`src/rtl/pe_pkg.sv`:
```
// Shared types and constants for the PE operand-assembly path.
// Covers the row-index encoding, the ifmap/filter select encoding and the loader FSM states.
package pe_pkg;

  localparam int ROWS = 3;
  localparam int ROW_IDX_W = 2;
  localparam int DEFAULT_FILTER_WIDTH = 8;

  localparam logic SEL_IFMAP  = 1'b0;
  localparam logic SEL_FILTER = 1'b1;

  typedef enum logic {
    LOAD = 1'b0,
    HOLD = 1'b1
  } loader_state_t;

  // A row index outside 0..ROWS-1 yields an all-zero mask.
  function automatic logic [ROWS-1:0] row_onehot(input logic [ROW_IDX_W-1:0] r);
    logic [ROWS-1:0] oh;
    for (int i = 0; i < ROWS; i++) begin
      oh[i] = (r == ROW_IDX_W'(i));
    end
    return oh;
  endfunction

endpackage

```
`src/rtl/pe_window_loader_if.sv`:
```
// Bundles the depacketizer-side field handshake and the MAC-side window handshake.
// The slave modport is the loader; the master modport is its upstream and downstream environment.
interface pe_window_loader_if
  import pe_pkg::*;
#(
  parameter int FILTER_WIDTH = DEFAULT_FILTER_WIDTH
);
  localparam int ROW_W = ROWS * FILTER_WIDTH;

  logic                 in_valid;
  logic                 in_ready;
  logic                 in_timestep;
  logic                 in_ifmapb_filter;
  logic [ROW_IDX_W-1:0] in_filter_row;
  logic [ROW_W-1:0]     in_data;

  logic                 win_valid;
  logic                 win_ready;
  logic [ROWS*ROW_W-1:0] win_filter;
  logic [ROWS*ROW_W-1:0] win_ifmap;
  logic                 win_timestep;

  logic                 row_err;
  logic                 ts_err;

  modport master (
    output in_valid, in_timestep, in_ifmapb_filter, in_filter_row, in_data, win_ready,
    input  in_ready, win_valid, win_filter, win_ifmap, win_timestep, row_err, ts_err
  );

  modport slave (
    input  in_valid, in_timestep, in_ifmapb_filter, in_filter_row, in_data, win_ready,
    output in_ready, win_valid, win_filter, win_ifmap, win_timestep, row_err, ts_err
  );

endinterface

```
`src/rtl/pe_row_bank.sv`:
```
// ROWS-deep row register file with a per-row valid mask.
// Asserting clr together with we restarts the mask at the row being written.
module pe_row_bank
  import pe_pkg::*;
#(
  parameter int ROW_W = 3 * DEFAULT_FILTER_WIDTH
) (
  input  logic                  clk,
  input  logic                  rst,
  input  logic                  we,
  input  logic                  clr,
  input  logic [ROW_IDX_W-1:0]  row,
  input  logic [ROW_W-1:0]      wdata,
  output logic [ROWS*ROW_W-1:0] rdata,
  output logic [ROWS-1:0]       mask
);

  logic [ROWS-1:0] mask_reg;

  generate
    for (genvar gi = 0; gi < ROWS; gi++) begin : g_row
      logic [ROW_W-1:0] row_reg;

      always_ff @(posedge clk or posedge rst) begin
        if (rst) begin
          row_reg <= '0;
        end else if (we && (row == ROW_IDX_W'(gi))) begin
          row_reg <= wdata;
        end
      end

      assign rdata[gi*ROW_W +: ROW_W] = row_reg;
    end
  endgenerate

  always_ff @(posedge clk or posedge rst) begin
    if (rst) begin
      mask_reg <= '0;
    end else if (we && clr) begin
      mask_reg <= row_onehot(row);
    end else if (clr) begin
      mask_reg <= '0;
    end else if (we) begin
      mask_reg <= mask_reg | row_onehot(row);
    end
  end

  assign mask = mask_reg;

endmodule

```
`src/rtl/pe_window_loader.sv`:
```
// Assembles filter and ifmap rows into a 3x3 window for the MAC stage.
// Filters persist across windows; ifmap rows of one timestep are gathered and then cleared once the window is consumed.
module pe_window_loader
  import pe_pkg::*;
#(
  parameter int FILTER_WIDTH = DEFAULT_FILTER_WIDTH
) (
  input  logic                 clk,
  input  logic                 rst,
  pe_window_loader_if.slave    bus
);

  localparam int ROW_W = ROWS * FILTER_WIDTH;
  localparam logic [ROWS-1:0] ALL_ROWS = '1;

  loader_state_t state_reg, state_next;

  logic ready_en_reg;
  logic cur_ts_reg;
  logic row_err_reg;
  logic ts_err_reg;

  logic [ROWS-1:0] filt_mask, ifm_mask, row_oh;
  logic [ROWS-1:0] filt_mask_next, ifm_mask_next;
  logic accept, row_ok, filt_we, ifm_we, ts_change, ifm_clr;
  logic in_ready_int, win_valid_int;

  assign row_oh    = row_onehot(bus.in_filter_row);
  assign accept    = bus.in_valid && in_ready_int;
  assign row_ok    = (row_oh != '0);
  assign filt_we   = accept && row_ok && (bus.in_ifmapb_filter == SEL_FILTER);
  assign ifm_we    = accept && row_ok && (bus.in_ifmapb_filter == SEL_IFMAP);
  assign ts_change = ifm_we && (ifm_mask != '0) && (bus.in_timestep != cur_ts_reg);
  assign ifm_clr   = ts_change || (win_valid_int && bus.win_ready);

  // Masks as they will be after this edge, so the window opens on the accepting edge.
  assign filt_mask_next = filt_mask | (filt_we ? row_oh : '0);
  assign ifm_mask_next  = ts_change ? row_oh : (ifm_mask | (ifm_we ? row_oh : '0));

  pe_row_bank #(.ROW_W(ROW_W)) u_filter_bank (
    .clk   (clk),
    .rst   (rst),
    .we    (filt_we),
    .clr   (1'b0),
    .row   (bus.in_filter_row),
    .wdata (bus.in_data),
    .rdata (bus.win_filter),
    .mask  (filt_mask)
  );

  pe_row_bank #(.ROW_W(ROW_W)) u_ifmap_bank (
    .clk   (clk),
    .rst   (rst),
    .we    (ifm_we),
    .clr   (ifm_clr),
    .row   (bus.in_filter_row),
    .wdata (bus.in_data),
    .rdata (bus.win_ifmap),
    .mask  (ifm_mask)
  );

  always_ff @(posedge clk or posedge rst) begin
    if (rst) begin
      state_reg <= LOAD;
    end else begin
      state_reg <= state_next;
    end
  end

  always_comb begin
    state_next = state_reg;
    case (state_reg)
      LOAD: if (filt_mask_next == ALL_ROWS && ifm_mask_next == ALL_ROWS) state_next = HOLD;
      HOLD: if (bus.win_ready) state_next = LOAD;
      default: state_next = LOAD;
    endcase
  end

  // in_ready stays low while reset is held and rises at the first edge afterwards.
  always_comb begin
    in_ready_int  = 1'b0;
    win_valid_int = 1'b0;
    case (state_reg)
      LOAD: in_ready_int = ready_en_reg;
      HOLD: win_valid_int = 1'b1;
      default: ;
    endcase
  end

  always_ff @(posedge clk or posedge rst) begin
    if (rst) begin
      ready_en_reg <= 1'b0;
      cur_ts_reg   <= 1'b0;
      row_err_reg  <= 1'b0;
      ts_err_reg   <= 1'b0;
    end else begin
      ready_en_reg <= 1'b1;
      row_err_reg  <= accept && !row_ok;
      ts_err_reg   <= ts_change;
      if (ifm_we && (ifm_mask == '0 || ts_change)) begin
        cur_ts_reg <= bus.in_timestep;
      end
    end
  end

  assign bus.in_ready     = in_ready_int;
  assign bus.win_valid    = win_valid_int;
  assign bus.win_timestep = cur_ts_reg;
  assign bus.row_err      = row_err_reg;
  assign bus.ts_err       = ts_err_reg;

endmodule

```
`src/flat_wrapper.sv`:
```
// flat-port wrapper written by rule: the top's interface ports become plain ports
module pe_window_loader_flat import pe_pkg::*;
#(
  parameter int FILTER_WIDTH = DEFAULT_FILTER_WIDTH
)
  (clk, rst, bus_in_valid, bus_in_timestep, bus_in_ifmapb_filter, bus_in_filter_row, bus_in_data, bus_win_ready, bus_in_ready, bus_win_valid, bus_win_filter, bus_win_ifmap, bus_win_timestep, bus_row_err, bus_ts_err);
  pe_window_loader_if #(.FILTER_WIDTH(FILTER_WIDTH)) bus_i ();
  input  logic clk;
  input  logic rst;
  input wire logic [$bits(bus_i.in_valid)-1:0] bus_in_valid;
  input wire logic [$bits(bus_i.in_timestep)-1:0] bus_in_timestep;
  input wire logic [$bits(bus_i.in_ifmapb_filter)-1:0] bus_in_ifmapb_filter;
  input wire logic [$bits(bus_i.in_filter_row)-1:0] bus_in_filter_row;
  input wire logic [$bits(bus_i.in_data)-1:0] bus_in_data;
  input wire logic [$bits(bus_i.win_ready)-1:0] bus_win_ready;
  output wire logic [$bits(bus_i.in_ready)-1:0] bus_in_ready;
  output wire logic [$bits(bus_i.win_valid)-1:0] bus_win_valid;
  output wire logic [$bits(bus_i.win_filter)-1:0] bus_win_filter;
  output wire logic [$bits(bus_i.win_ifmap)-1:0] bus_win_ifmap;
  output wire logic [$bits(bus_i.win_timestep)-1:0] bus_win_timestep;
  output wire logic [$bits(bus_i.row_err)-1:0] bus_row_err;
  output wire logic [$bits(bus_i.ts_err)-1:0] bus_ts_err;
  assign bus_i.in_valid = bus_in_valid;
  assign bus_i.in_timestep = bus_in_timestep;
  assign bus_i.in_ifmapb_filter = bus_in_ifmapb_filter;
  assign bus_i.in_filter_row = bus_in_filter_row;
  assign bus_i.in_data = bus_in_data;
  assign bus_i.win_ready = bus_win_ready;
  assign bus_in_ready = bus_i.in_ready;
  assign bus_win_valid = bus_i.win_valid;
  assign bus_win_filter = bus_i.win_filter;
  assign bus_win_ifmap = bus_i.win_ifmap;
  assign bus_win_timestep = bus_i.win_timestep;
  assign bus_row_err = bus_i.row_err;
  assign bus_ts_err = bus_i.ts_err;
  pe_window_loader #(.FILTER_WIDTH(FILTER_WIDTH)) u_core (.clk(clk), .rst(rst), .bus(bus_i));
endmodule
```
`config.mk`:
```
export PLATFORM = sky130hd
export DESIGN_NAME = pe_window_loader_flat
export DESIGN_NICKNAME = d
export VERILOG_FILES = /design/src/rtl/pe_pkg.sv /design/src/rtl/pe_window_loader_if.sv /design/src/rtl/pe_row_bank.sv /design/src/rtl/pe_window_loader.sv /design/src/flat_wrapper.sv
export SDC_FILE = /design/constraint.sdc
export NUM_CORES = 1
export LEC_CHECK = 0
export CORE_MARGIN = 2
export CORE_UTILIZATION = 50
export CTS_CLUSTER_SIZE = 10
export DETAILED_ROUTE_END_ITERATION = 16
export PLACE_DENSITY = 0.95
export SYNTH_ARGS = -nofsm -noshare
export SYNTH_HDL_FRONTEND = slang
export SYNTH_HIERARCHICAL = 1
export SYNTH_SLANG_ARGS = --single-unit
```
`constraint.sdc`:
```
create_clock -name clk -period 3.1 [get_ports clk]
set_input_delay 0.31 -clock clk [delete_from_list [all_inputs] [get_ports clk]]
set_output_delay 0.31 -clock clk [all_outputs]
set_load 0.03 [all_outputs]
```
# Word-level counts from Yosys, hierarchy flattened
# Index checks and enable logic that the tools add are counted.
dict set report totals {
  wordCells 60
  inputBits 32
  regBits 155
}
dict set report op_classes {
  reduce_logical 25
  bitwise 6
  muxes 11
  n_eq_ne 5
}
# operator count
set ops {}
lappend ops {{3-bit two-way mux} 6}
lappend ops {{1-bit logical AND} 17}
lappend ops {{3-bit bitwise OR} 4}
lappend ops {{3-bit nonzero test} 3}
lappend ops {{3-bit equality test, second input constant} 2}
lappend ops {{1-bit two-way mux} 4}
lappend ops {{3-bit logical NOT} 1}
lappend ops {{2-bit by 1-bit equality test with 1-bit output, second input constant} 1}
lappend ops {{2-bit equality test, second input constant} 1}
lappend ops {{2-bit logical NOT} 1}
lappend ops {{1-bit logical OR} 2}
lappend ops {{1-bit inverter} 2}
lappend ops {{1-bit case mux with 2 select lines} 1}
lappend ops {{1-bit logical NOT} 1}
lappend ops {{1-bit inequality test} 1}

# Longest topological paths before layout
# Gate-level depths: netlist (run 1).
dict set report depth {
  depth_word 11
  mapped_depth 6
  mapped_depth_nobuf 6
}

# Cells and area by module
# The synthesis (run 1) kept the hierarchy.
# module cells_per_inst area_per_inst_um2 seq_area_each_um2 n_inst
set modules_own_cells {}
lappend modules_own_cells {pe_row_bank 163 2813.9 1876.8 2}
lappend modules_own_cells {pe_window_loader 37 349.1 125.1 1}

# Least setup slack after synthesis (run 1)
# Ideal clock, no wire load.
dict set report synth_timing {
  path_type {reg2reg}
  from {register u_core.state_reg}
  to {register u_core.u_filter_bank.g_row[0].row_reg[10]}
  path_buffers 1
  t_arrival_ns 2.377
  stages_incl_launch_ff 7
  path_slack_ns 0.598
  setup_time_ns 0.125
  cell_sequence {dfrtp_1 > nor2b_1 > and2_1 > and3_1 > nor3b_4 > buf_6 > mux2_2}
}
dict set report synth_between {
  elab_chain_cells 5
}
# item line
set synth_lines {}
lappend synth_lines {{start: declaration} pe_window_loader.sv:16} ;# loader_state_t state_reg, state_next;
lappend synth_lines {{start signal: assignment} pe_window_loader.sv:66} ;# state_reg <= state_next;
lappend synth_lines {{1-bit two-way mux} pe_window_loader.sv:83} ;# case (state_reg)
lappend synth_lines {{via bus_in_ready} flat_wrapper.sv:16} ;# output wire logic [$bits(bus_i.in_ready)-1:0] bus_in_ready;
lappend synth_lines {{1-bit logical AND} pe_window_loader.sv:29} ;# assign accept = bus.in_valid && in_ready_int;
lappend synth_lines {{1-bit logical AND (2 in series)} pe_window_loader.sv:31} ;# assign filt_we = accept && row_ok && (bus.in_ifmapb_filter == SEL_FILTER);
lappend synth_lines {{via u_core.filt_we} pe_window_loader.sv:25} ;# logic accept, row_ok, filt_we, ifm_we, ts_change, ifm_clr;
lappend synth_lines {{1-bit logical AND} pe_row_bank.sv:27} ;# end else if (we && (row == ROW_IDX_W'(gi))) begin
lappend synth_lines {{end signal: assignment} pe_row_bank.sv:28} ;# row_reg <= wdata;
lappend synth_lines {{end: declaration} pe_row_bank.sv:22} ;# logic [ROW_W-1:0] row_reg;
# The timed path passes the listed nets, and every way through them passes these cells.
# A chain may end at the register's enable or synchronous reset.

# Worst setup path after layout (run 1)
dict set report layout_timing {
  from {register u_core.state_reg}
  to {register u_core.u_filter_bank.g_row[1].row_reg[9]}
}
dict set report layout_between {
  elab_chain_cells 5
}
# item line
set layout_lines {}
lappend layout_lines {{1-bit two-way mux} pe_window_loader.sv:83}
lappend layout_lines {{1-bit logical AND} pe_window_loader.sv:29}
lappend layout_lines {{1-bit logical AND (2 in series)} pe_window_loader.sv:31}
lappend layout_lines {{via u_core.filt_we} pe_window_loader.sv:25}
lappend layout_lines {{1-bit logical AND} pe_row_bank.sv:27}
lappend layout_lines {{end signal: assignment} pe_row_bank.sv:28}
lappend layout_lines {{end: declaration} pe_row_bank.sv:22}
# The timed path passes the listed nets, and every way through them passes these cells.

==> run summary, run 1 <==
The remaining max-slew budget at the tightest pin came out at 0.588. For this run, the post-layout net count is 596. At the end of the flow the core is filled with cells to 0.740.

Averaged over all synthesized cells, the footprint is 16.5 µm². From synthesis to final layout, the design area changed by 43.1%. The leakage power summed over all cells came out at 3.82 nW. The number of antenna violations at the first check in global routing is 0. The number of hold violations in the final report came out at 0. The number of unique standard cell types used by synthesis is 31. The data arrival time of the worst path came out at 2.55 ns. After layout, the minimum clock period comes to 2.25 ns. The timing-limited maximum frequency came out at 0.445 GHz. Counting instances in the post-synthesis netlist gives the leading cell types as 155 x sky130_fd_sc_hd__dfrtp_1, 143 x sky130_fd_sc_hd__mux2_2, 11 x sky130_fd_sc_hd__inv_1. The number of buffers added on ports came out at 180.

The area of the die is about 13,000 µm². The part of the total power dissipated in combinational logic is 0.344. The run finished with clean final reports.

The proportion of synthesized area in mux cells came out at 0.275. The post-route worst setup slack came out at 0.852 ns. The count of nets left with antenna violations once routing finished came out at 0. The complex-gate fraction of the synthesized area is 0.0201. The total wirelength of the detailed-routed design came out at 15.0 mm. The post-synthesis xor/xnor area fraction came out at 0.00147. The final-layout fill cell count came out at ~730. The routed length on met2 came out at 7.96 mm.

The largest family of logic cells by synthesized area is multiplexers. The total overflow left after global routing is 0. Of the post-synthesis cell area, the dominant cell type holds 0.649. Max-cap violations in this run came to 0. Of all cell types, the one taking the most synthesized area is sky130_fd_sc_hd__dfrtp_1. Yosys instantiated no cell more often than sky130_fd_sc_hd__dfrtp_1. The pin count of the biggest net entering global routing is 43. The I/O pin total came out at 181.

For this design, the CTS-stage hold fixing added 0 buffers. The power density normalized to cell area came out at 848 nW/µm². Setup repair after global routing left no endpoint under its margin. The share of total power dissipated in the clock network is 0.277. The wire length of the first global-routing pass came out at 23.9 mm. The transition at the pin with the smallest max-transition slack came out at 0.617 ns. The largest fanout on the critical path came out at 16. The number of gates resized after cts is 0. The number of enable flip-flop cells after synthesis is 0.

The total CTS buffers came out at 17. The overall global routing resource usage is 0.247. Setup violations remaining at the end of the flow were counted as 0.

Dividing the detail-routed via count by the number of cells gives 5.35. The sequential-to-total area share from yosys stat came out at 0.649. The violation count after the first detailed-routing iteration came out at 194. The wire length on met1 came out at 5.75 mm.

The count of yosys warnings during synthesis came out at 6. The switching power came out at between 0.002 and 0.0025 W. After synthesis the netlist holds a flip-flop and latch count of 155. For this run, the leading register cell type out of synthesis is sky130_fd_sc_hd__dfrtp_1. After floorplanning, the core was sized to cover 11,600 µm². The total via count after detailed routing is around 3,900. The chip width is 113 µm. The effective utilization at floorplan came out at 0.517.

The post-place setup slack is roughly 0.67 ns. The switching power as a share of total power is 0.335. The synthesized cell area is 5980 µm².

The DRC violation count after routing is 0. The startpoint class of the critical path is a register. The data required time of the worst path is 3.40 ns.

The routed wire length on met3 came out at just over 800 µm. At the later pin of the worst-skew pair, clock insertion delay measures 0.42 ns. The deepest clock path buffer count is 2. The number of optimization iterations in the first detailed-route pass came out at 4. The critical path is of the register to register type.

TritonCTS built the clock tree. Yosys attributes the largest share of cell area to sky130_fd_sc_hd__dfrtp_1 65%, sky130_fd_sc_hd__mux2_2 27%, sky130_fd_sc_hd__buf_4 1.0%, sky130_fd_sc_hd__buf_6 0.75%, sky130_fd_sc_hd__nand3b_2 0.75%. IR analysis of the VDD net gives a maximum drop of ~0.55 mV. The share of cells above drive strength 1 came out at 0.342.

Routability-driven placement finished with a final weighted congestion of between 0.8 and 0.9. The count of H-tree levels built during CTS is 4. The final max-slew violation count is 0. In this run the top signal layer used is met4.

The classification of the worst-slack hold path is input port to asynchronous set/reset pin. The post-CTS clock slew at the launch and capture registers of the worst setup and hold paths is 0.06 ns. After technology mapping, the gate count stands at 363. The post-CTS repair timing setup buffer count is 0. The row count is 39. The number of global-route vias before repair is about 4,300.

The share of flip-flops with an asynchronous set or reset after synthesis came out at 1.00. The total half-perimeter wirelength after legalization and detailed placement is 10.4 mm. The post-synthesis simple-gate area fraction is 0.0283. The wire length per cell came out at 20.8 µm.

The maximum clock skew at final layout is 0.00671 ns. CTS saw around 160 sinks. Cell internal power was estimated by the tool at 0.00483 W. The worst setup path is captured at a register. In the finished design, the share of the clock period the worst path needs comes to 0.725.

The number of antenna repair diodes came out at 0. The cell sitting at the root of the clock tree is a sky130_fd_sc_hd__clkbuf_16. The sequential fraction of design power is 0.379.

The setup total negative slack came out at 0 ns. The post-synthesis share of cell area spent on full adders, half adders and majority gates is 0. The height of the chip came out at 113 µm.
==> worst max-delay path, stage by stage, from the launching register on <==
cell and delay (ns):
sky130_fd_sc_hd__dfrtp_1 0.48, sky130_fd_sc_hd__nor2b_1 0.18, sky130_fd_sc_hd__and2_1 0.21, sky130_fd_sc_hd__and3_1 0.26
sky130_fd_sc_hd__nand3b_2 0.33, sky130_fd_sc_hd__buf_4 0.36, sky130_fd_sc_hd__mux2_2 0.31
==> power groups by stage <==
stage / logic, W / clock network (W) / registers [W]
floorplan: 0.000465 / 0 / 0.00364
global placement: 0.00245 / 0 / 0.00274
detailed placement: 0.00250 / 0 / 0.00278
CTS: 0.00252 / 0.00205 / 0.00275
global route: 0.00260 / 0.00213 / 0.00281
finish: 0.00250 / 0.00201 / 0.00275
==> cells in the final DEF (no fill, tap or decap), drive strengths merged, types with 4 or more instances in the layout <==
cell	Yosys	final
conb	2	4
o21ai	5	5
dfrtp	155	155
clkinv	0	5
mux2	145	145
buf	12	12
clkinvlp	0	4
nand3b	4	4
clkbuf	0	21
clkdlybuf4s50	0	180
inv	12	11
==> layer usage <==
metal	up-vias	track usage
li1	1699	-
met1	1987	0.291
met2	134	0.422
met3	30	0.0707
met4	0	0.115
met5	-	0
==> final cells by class <==
class | instances | area, µm² | share of cell area
sequential | 155 | 3880 | 0.453
clock inverter | 10 | 118 | 0.0137
multi-input combinational | 186 | 1960 | 0.229
timing repair buffer | 192 | 1920 | 0.224
clock buffer | 21 | 460 | 0.0538
tap | 143 | 179 | 0.0209
inverter | 12 | 47.5 | 0.00556
==> kinds of logic (layout without fill, tap and decap cells) <==
family,after synthesis,in the layout
muxes,146,146
DFF,155,155
xor gates and xnor gates,1,1
and+or+nand+nor,19,19
buffers and inverters,24,235
other,2,4
AOI/OAI and AO/OA,16,16
==> per-stage QoR <==
stage | instances | cell area [µm²] | hold WS [ns] | total power, W
final | 719 | 8560 | 0.246 | 0.00726
after global routing | 719 | 8560 | 0.244 | 0.00754
after CTS | 719 | 8560 | 0.234 | 0.00732
after detailed placement | 688 | 7980 | 0.488 | 0.00528
after global placement | 688 | 7980 | 0.470 | 0.00519
after floorplan | 365 | 5980 | 0.0885 | 0.00410
==> path summary, 6_finish.rpt <==
check | start | to | slack [ns] | cells after the start
max in group asynchronous | rst | u_core/u_filter_bank/g_row[2].row_reg[19] | 2.06 | 3
setup reg to reg | u_core/state_reg | u_core/u_filter_bank/g_row[1].row_reg[9] | 0.85 | 6
setup / recovery | u_core/state_reg | u_core/u_filter_bank/g_row[1].row_reg[9] | 0.85 | 6
min in group clk | u_core/u_filter_bank/g_row[0].row_reg[1] | u_core/u_filter_bank/g_row[0].row_reg[1] | 0.50 | 1
hold / removal | rst | u_core/ready_en_reg | 0.25 | 2
hold reg to reg | u_core/u_filter_bank/g_row[0].row_reg[1] | u_core/u_filter_bank/g_row[0].row_reg[1] | 0.50 | 1
Power figures use the tool's default switching activity.
==> inputs of run 2 (changes only) <==
Settings changed: CORE_UTILIZATION 50 to 47, PLACE_DENSITY 0.95 to 0.92.
Clock period 3.1 ns to 2.3 ns, I/O delays scaled along.
==> run summary, run 2 (same netlist as run 1, synthesis figures left out) <==
The final net count came out at 602. The switching power is 0.00327 W. The share of cells above drive strength 1 is 0.349. The effective utilization at floorplan came out at 0.478. The number of antenna diodes in the final layout is 0.

The I/O pin total is roughly 180. The timing-limited maximum frequency came out at 0.489 GHz. The worst-case register-to-register setup slack is 0.25 ns. The number of maximum-capacitance violations came out at 0. The largest fanout on the critical path is 15. The number of instances in the placed design is just over 700.

Dividing the detail-routed wire length by the instance count gives about 21 µm. The startpoint identified for the worst register-to-register timing path is u_core/state_reg. The number of global-route vias before repair came out at 4,322. The number of cells in the finished layout apart from fillers came out at 753. The maximum clock skew at final layout came out at 0.00684 ns. The root buffer selected by CTS is sky130_fd_sc_hd__clkbuf_16. The violation count after the first detailed-routing iteration came out at 212. The post-CTS clock slew at the launch and capture registers of the worst setup and hold paths is 0.06 ns.

The final RePlAce weighted congestion is 0.817. The power density normalized to cell area is 1130 nW/µm². The deepest clock path buffer count came out at 2.

The number of hold violations in the final report came out at 0. The internal portion of the total power is 0.00645 W. In this run the critical register-to-register path is captured at u_core/u_filter_bank/g_row[0].row_reg[23]. The nature of the critical path endpoint is a register. The utilization of the core after routing came out at 0.689.

The wire length of the first global-routing pass is roughly 24 mm. Of the total power, the share spent switching nets is 0.336. The flow ran to the end, and the final reports show no timing, DRC or antenna violations. On the worst path, the slowest cell contributes a delay of 0.47 ns. The post-route worst setup slack came out at around 0.25 ns. The slowest stage of the critical path belongs to the cell sky130_fd_sc_hd__dfrtp_1. The post-CTS repair timing setup buffer count came out at 0. The overall global routing resource usage is 0.234. The share of the clock period used by the worst path after layout came out at 0.890. The final max-slew violation count is 0. The total CTS buffers came out at 17. The most common cell after layout, fill and taps aside is sky130_fd_sc_hd__clkdlybuf4s50_1. The signal on the critical path passes through nor2b_4, and2_1, and3_1, nor3b_4, buf_4, mux2_2. The height of the chip came out at 117 µm. Measured along the x axis, the die boundary spans between 100 and 150 µm. The clock share of power came out at 0.269.

The DRC violation count after routing is 0. After detailed routing, the total wire length is 15.5 mm. STA puts the critical path data required time at roughly 2.6 ns.

The number of vias per cell after detailed routing came out at 5.19. The area of the core region came out at 12,500 µm². The number of cells traversed by the worst register-to-register path came out at 6. The area of the die came out at 13,600 µm². The path class of the tightest hold or removal check is input port to asynchronous set/reset pin.

The worst hold slack after final layout is approximately 0.2 ns. The post-place setup slack came out at 0.101 ns. STA classifies the critical path startpoint as a register. Leaving out fill and tap cells, the most frequent cells in the layout are 180 x sky130_fd_sc_hd__clkdlybuf4s50_1, 155 x sky130_fd_sc_hd__dfrtp_1, 143 x sky130_fd_sc_hd__mux2_2. The number of optimization iterations in the first detailed-route pass came out at 4. The number of gates resized after cts is 0.

The clock latency of the later-clocked register in the worst-skew pair is 0.42 ns. The row count is 41. Data arrives at the worst endpoint at 2.35 ns. The final-layout fill cell count came out at a little under 900. Clock tree synthesis found a total of 155 sinks. Setup violations remaining at the end of the flow were counted as 0. The clock period could shrink to 2.05 ns.

The pin count of the biggest net entering global routing is 31. Summed over all failing endpoints, the final setup total negative slack is 0 ns. The number of antenna violations at the first check in global routing is 0. The part of the total power dissipated in combinational logic came out at 0.348. The leakage power summed over all cells is 3.86 nW.

Setup repair after global routing left no endpoint under its margin. The type of the worst setup path is register to register. The number of buffers added on ports came out at 180. The remaining number of nets flagged by the antenna check after routing is 0. Compared with the post-synthesis result, the final layout area differs by 44.2%.

The remaining global-route overflow is 0. Detailed placement ended at an HPWL of roughly 11 mm. The count of H-tree levels built during CTS came out at 4.

The sequential fraction of design power is 0.383. The largest voltage drop on the vdd net is 0.584 mV. The total via count after detailed routing is about 3,900.

TritonCTS built the clock tree. The number of buffers added to fix hold violations after cts is 0.
==> run 2: cell types whose count changed in the layout (fill, tap and decap cells not counted) <==
cell | previous run | this run
sky130_fd_sc_hd__nor2b_4 | 0 | 1
sky130_fd_sc_hd__clkinv_2 | 4 | 6
sky130_fd_sc_hd__clkinvlp_4 | 4 | 1
sky130_fd_sc_hd__buf_4 | 10 | 16
sky130_fd_sc_hd__bufinv_16 | 2 | 1
sky130_fd_sc_hd__nor2b_1 | 3 | 2
sky130_fd_sc_hd__inv_6 | 1 | 0
sky130_fd_sc_hd__clkbuf_8 | 2 | 4
==> run 2: worst max-delay path: cells and delay by family (launching register included) <==
kind / cells / cell delay, ns
muxes: 1 / 0.37
and+or+nand+nor: 4 / 0.81
buffers and inverters: 1 / 0.28
DFF: 1 / 0.47
==> run 2: how the worst max path moves through the flow <==
stage,end,from,slack [ns]
final,u_core/u_filter_bank/g_row[0].row_reg[23],u_core/state_reg,0.25
after global routing,u_core/u_filter_bank/g_row[0].row_reg[19],u_core/state_reg,0.10
after CTS,u_core/u_filter_bank/g_row[0].row_reg[17],u_core/state_reg,0.27
after detailed placement,u_core/u_ifmap_bank/g_row[0].row_reg[9],bus_in_ifmapb_filter,0.10
after global placement,u_core/u_ifmap_bank/g_row[0].row_reg[13],bus_in_ifmapb_filter,0.18
after floorplan,u_core/u_filter_bank/g_row[0].row_reg[10],u_core/state_reg,0.08
==> run 2: power by group through the flow <==
stage | clock, W | combinational [W] | sequential (W)
2_1_floorplan | 0 | 0.000628 | 0.00490
3_3_place_gp | 0 | 0.00330 | 0.00370
3_5_place_dp | 0 | 0.00338 | 0.00375
4_1_cts | 0.00265 | 0.00340 | 0.00372
5_1_grt | 0.00277 | 0.00352 | 0.00379
6_report | 0.00262 | 0.00338 | 0.00372
==> run 2: cell type report <==
type	count	area [µm²]	area share
Inverter	12	47.5	0.00552
Tap cell	172	215	0.0250
Multi-Input combinational cell	186	1960	0.228
Sequential cell	155	3880	0.450
Timing Repair Buffer	198	1960	0.228
Clock buffer	23	488	0.0566
Clock inverter	7	66.3	0.00769
==> run 2: metrics by stage <==
step | total power (W) | area [µm²]
finish | 0.00971 | 8620
global placement | 0.00701 | 8070
CTS | 0.00978 | 8620
floorplan | 0.00553 | 5990
global route | 0.0101 | 8620
detailed placement | 0.00714 | 8070
==> run 2: per-layer routing <==
| metal | global-route usage | share of wire | wire (µm) | vias to the layer above |
|---|---|---|---|---|
| met5 | 0 | 0 | 0 | - |
| li1 | - | - | - | 1695 |
| met2 | 0.405 | 0.53 | 8190 | 131 |
| met1 | 0.268 | 0.38 | 5950 | 2048 |
| met4 | 0.112 | 0.034 | 534 | 0 |
| met3 | 0.0654 | 0.055 | 856 | 31 |
==> inputs of run 3 (changes only) <==
Settings changed: ABC_CLOCK_PERIOD_IN_PS from default to 2300, CAP_MARGIN from default to 15, HOLD_SLACK_MARGIN from default to 0.03.
==> results of run 3 <==
Same layout as run 2: the final DEF is identical, and so are final timing and power.
